==> config.mk <==
export PLATFORM = sky130hd
export DESIGN_NAME = demux1_8_32bit
export DESIGN_NICKNAME = d
export VERILOG_FILES = /design/src/rtl/demux1_8_32bit.sv
export SDC_FILE = /design/constraint.sdc
export NUM_CORES = 1
export LEC_CHECK = 0
export BUFFER_PORTS_ARGS = -buffer_cell sky130_fd_sc_hd__buf_2
export CORE_UTILIZATION = 40
export CTS_CLUSTER_DIAMETER = 50
export DETAILED_ROUTE_END_ITERATION = 12
export PLACE_DENSITY = 0.67
export SYNTH_ARGS = -nofsm -noshare
export SYNTH_HDL_FRONTEND = slang
export SYNTH_SLANG_ARGS = --single-unit
export TNS_END_PERCENT = 50
==> constraint.sdc <==
create_clock -name clk -period 11.9 [get_ports clk]
set_input_delay 2.38 -clock clk [delete_from_list [all_inputs] [get_ports clk]]
set_output_delay 2.38 -clock clk [all_outputs]
set_load 0.005 [all_outputs]
==> src/rtl/demux1_8_32bit.sv <==
// One-to-eight demultiplexer with a 32-bit holding register per lane.
// Each lane has its own valid/ack handshake; occ_cnt is a registered count of full lanes.
module demux1_8_32bit (
  input  logic        clk,
  input  logic        rst,
  input  logic [2:0]  sel,
  input  logic [31:0] src_in,
  input  logic        in_valid,
  output logic        in_ready,
  output logic [31:0] dst_out0,
  output logic [31:0] dst_out1,
  output logic [31:0] dst_out2,
  output logic [31:0] dst_out3,
  output logic [31:0] dst_out4,
  output logic [31:0] dst_out5,
  output logic [31:0] dst_out6,
  output logic [31:0] dst_out7,
  output logic [7:0]  out_valid,
  input  logic [7:0]  out_ack,
  output logic [3:0]  occ_cnt
);

  localparam int LANES = 8;

  logic [31:0] data_q [LANES];
  logic [7:0]  valid_q, valid_d;
  logic [3:0]  occ_q, occ_d;
  logic        accept;

  // A full lane can still take a word when its consumer drains it on the same edge.
  always_comb begin
    in_ready = !rst && (!valid_q[sel] || out_ack[sel]);
    accept   = in_valid && in_ready;
  end

  // NOTE: every variable assigned in always_comb gets a default before any
  // conditional update, so no latch can be inferred.
  always_comb begin
    valid_d = valid_q & ~out_ack;
    if (accept) begin
      valid_d[sel] = 1'b1;
    end
    occ_d = '0;
    for (int i = 0; i < LANES; i++) begin
      occ_d = occ_d + {3'b000, valid_d[i]};
    end
  end

  // NOTE: the holding registers are reset along with the control state because
  // they drive the outputs directly and must read zero while rst is high.
  always_ff @(posedge clk or posedge rst) begin
    if (rst) begin
      valid_q <= '0;
      occ_q   <= '0;
      for (int i = 0; i < LANES; i++) begin
        data_q[i] <= '0;
      end
    end else begin
      valid_q <= valid_d;
      occ_q   <= occ_d;
      if (accept) begin
        data_q[sel] <= src_in;
      end
    end
  end

  assign out_valid = valid_q;
  assign occ_cnt   = occ_q;
  assign dst_out0  = data_q[0];
  assign dst_out1  = data_q[1];
  assign dst_out2  = data_q[2];
  assign dst_out3  = data_q[3];
  assign dst_out4  = data_q[4];
  assign dst_out5  = data_q[5];
  assign dst_out6  = data_q[6];
  assign dst_out7  = data_q[7];

endmodule

==> metrics.txt <==
Hold Crit Class=flip-flop to flip-flop; Post-CTS Resized=0; CORE AREA=25330 sq um; peak supply drop=0.1719 mV; status=complete, no violations; share of cells above drive strength 1=64.69%; clock buffer count from CTS=29; maximum fanout along the worst path=34; crit path DAT=6.92 ns; Worst-Skew Late Latency=0.53 ns; nets@finish=1009; die area=26590 sq um; critical path's slowest cell=nand3_2; critical path type=input port to flip-flop; CTS Hold Buffers Added=0; Die W=163.1 microns; per-cell routed wire length=19.70 microns; sum of negative setup slack=0 ns; Lkg Pwr=6.677 nW; number of synthesis warnings=0; ys flop type=dfrtp_1; H-Tree Depth=1; FMAX=0.1540 GHz; Syn Nets=683; synth top area cells=dfrtp_1 (65%), mux2_2 (25%), mux2_4 (2.9%), mux2_1 (0.98%), fa_1 (0.77%); multi-input logic area=3503 sq um; Distinct cells, synth=34; EDFF count, synth=0; Yosys top cell area share=64.63%; Vias=6529; Layout area overhead=28.53%; first-pass GRT wire length=39190 microns; internal reg-to-reg setup slack=7.05 ns; maxcap violations=0; Final Max Slew Viols=0; endpoints failing setup=0; GR Util All Layers=19.19%; Detail Placement HPWL=16920 microns; Power Density=202.2 nW/um^2; top-level I/O count=315; RSZ-0062 raised after global routing=no; crit-path leading delay family=adder cells; # DRC=0; root buffer cell=clkbuf_16; Hold Fails Final Rpt=0; Reg area=6706 sq um; WL final=25740 microns; largest net degree at the start of global routing=134; CTS tree=done; Ant. Diodes=0; Reg clk slew, reported paths=0.06 ns; antenna-violating nets left=0; clk_skew=0.007393 ns; sequential fraction of the synthesis area=64.63%; clk sink count=268; Cells after Synth=630; 1st-iter DRT viols=361; DIE HEIGHT=163.1 microns; Critical Path Most Common Cell=fa_1; Critical Path Max Stage Delay=0.83 ns; initial core utilization=40.97%; Post CTS Setup Buffer Count=0; total grt overflow=0; critical-path cell list=buf_2 > mux2_2 > a32o_1 > o22ai_2 > nand3_2 > o21a_1 > fa_1 > fa_1 > fa_1 > inv_1 > ha_1 > inv_1 > fa_1 > inv_1; CP startpoint kind=input port; Mean Syn Cell Area=16.47 sq um; leading area contributor after synthesis=dfrtp_1; Worst Setup End Kind=flip-flop; Slew Limit Headroom=27.97%; actual slew at the worst max-slew pin=1.079 ns; routability cong.=0.8953; Worst EP required=12.33 ns; minimum clock period after layout=6.493 ns; most frequent cells in the layout=buf_2 (314), dfrtp_1 (268), mux2_2 (231); Via density=4.995; fill cell count=2167; Final period util=54.56%; initial antenna violation count=0; # rows=58; Final Power=2.696 mW; register bit total from synthesis=268; maximum root-to-sink buffer count=3; mapped cell area=10380 sq um; DR pass1 iterations=4; Buf/Inv on CP=4; vias in the first global route=6603; Buffers on Ports=314; Async SR Flop Fraction=100.0%; most common cell after layout, fill and taps aside=buf_2
[layout make-up]
cell class	instances	share of cell area, %
clock buffer	44	6.689
clock inverter	8	0.8913
inverter	17	0.5348
multi-input combinational	318	26.27
sequential	268	50.29
tap	330	3.096
timing repair buffer	322	12.23
[state kept, by name (all words and copies together) (netlist names)]
signal     count
dst_out7      32
dst_out6      32
occ_cnt        4
dst_out4      32
dst_out3      32
out_valid      8
dst_out2      32
dst_out0      32
dst_out1      32
dst_out5      32
[synth_stat cells (4+ instances only)]
master	count
mux2_1	9
fa_1	4
inv_1	17
mux2_4	20
nor2_1	4
buf_6	5
clkbuf_1	12
o21a_1	4
o21ai_0	7
dfrtp_1	268
a21oi_1	5
mux2_2	231
buf_2	10
nor2b_1	4
[worst register-to-register path: cells and delay by family (launching register included)]
family | cells | cell delay (ns)
AOI/OAI and AO/OA | 3 | 0.89
adders and majority gates | 5 | 2.13
buffers and inverters | 3 | 0.15
DFF | 1 | 0.46
muxes | 1 | 0.30
and+or+nand+nor | 1 | 0.83
[cells by family (layout without fill, tap and decap cells)]
kind of cell / Yosys count / count (layout) / share of synthesized area (%)
xor gates and xnor gates: 1 / 1 / 0.08442
adders and majority gates: 7 / 7 / 1.134
AOI/OAI and AO/OA: 26 / 26 / 1.809
buffers and inverters: 44 / 391 / 2.074
and+or+nand+nor: 22 / 22 / 1.133
DFF: 268 / 268 / 64.63
muxes: 262 / 262 / 29.13
[path summary, 6_finish.rpt]
kind                         startpoint            to  depth (start not counted)
setup / recovery                 sel[1]    occ_cnt[1]                         14
hold / removal              dst_out4[4]   dst_out4[4]                          1
setup reg to reg           out_valid[3]    occ_cnt[1]                         13
hold reg to reg             dst_out4[4]   dst_out4[4]                          1
max in group asynchronous           rst  dst_out0[13]                          4
min in group asynchronous           rst   dst_out1[1]                          2
[per-layer routing]
metal  share of wire (%)  routed length (microns)  vias up  GRT usage [%]
li1                    -                        -     2884              -
met1                  43                    10990     3345          25.49
met2                  48                    12350      251          31.35
met3                 6.7                     1715       49          4.190
met4                 2.7                      684        0          5.947
met5                   0                        0        -              0
[per-stage QoR]
step	hold slack, ns	utilization, %	area [sq um]	cells	setup WS [ns]
6_report	0.4782	52.66	13340	1307	5.407
3_3_place_gp	0.4643	48.67	12330	1255	4.958
5_1_grt	0.4988	52.66	13340	1307	5.195
3_5_place_dp	0.4692	48.67	12330	1255	4.831
4_1_cts	0.4829	52.66	13340	1307	5.395
2_1_floorplan	0.4828	-	10380	630	2.138
[report_power, final]
| part | internal (mW) | switching, mW | total (mW) | leakage, nW |
|---|---|---|---|---|
| Combinational | 0.311 | 0.234 | 0.544 | 2.86 |
| Clock | 0.578 | 0.351 | 0.928 | 0.504 |
| Sequential | 1.12 | 0.0994 | 1.22 | 3.31 |
| Total | 2.01 | 0.683 | 2.70 | 6.68 |
Power figures use the tool's default switching activity.
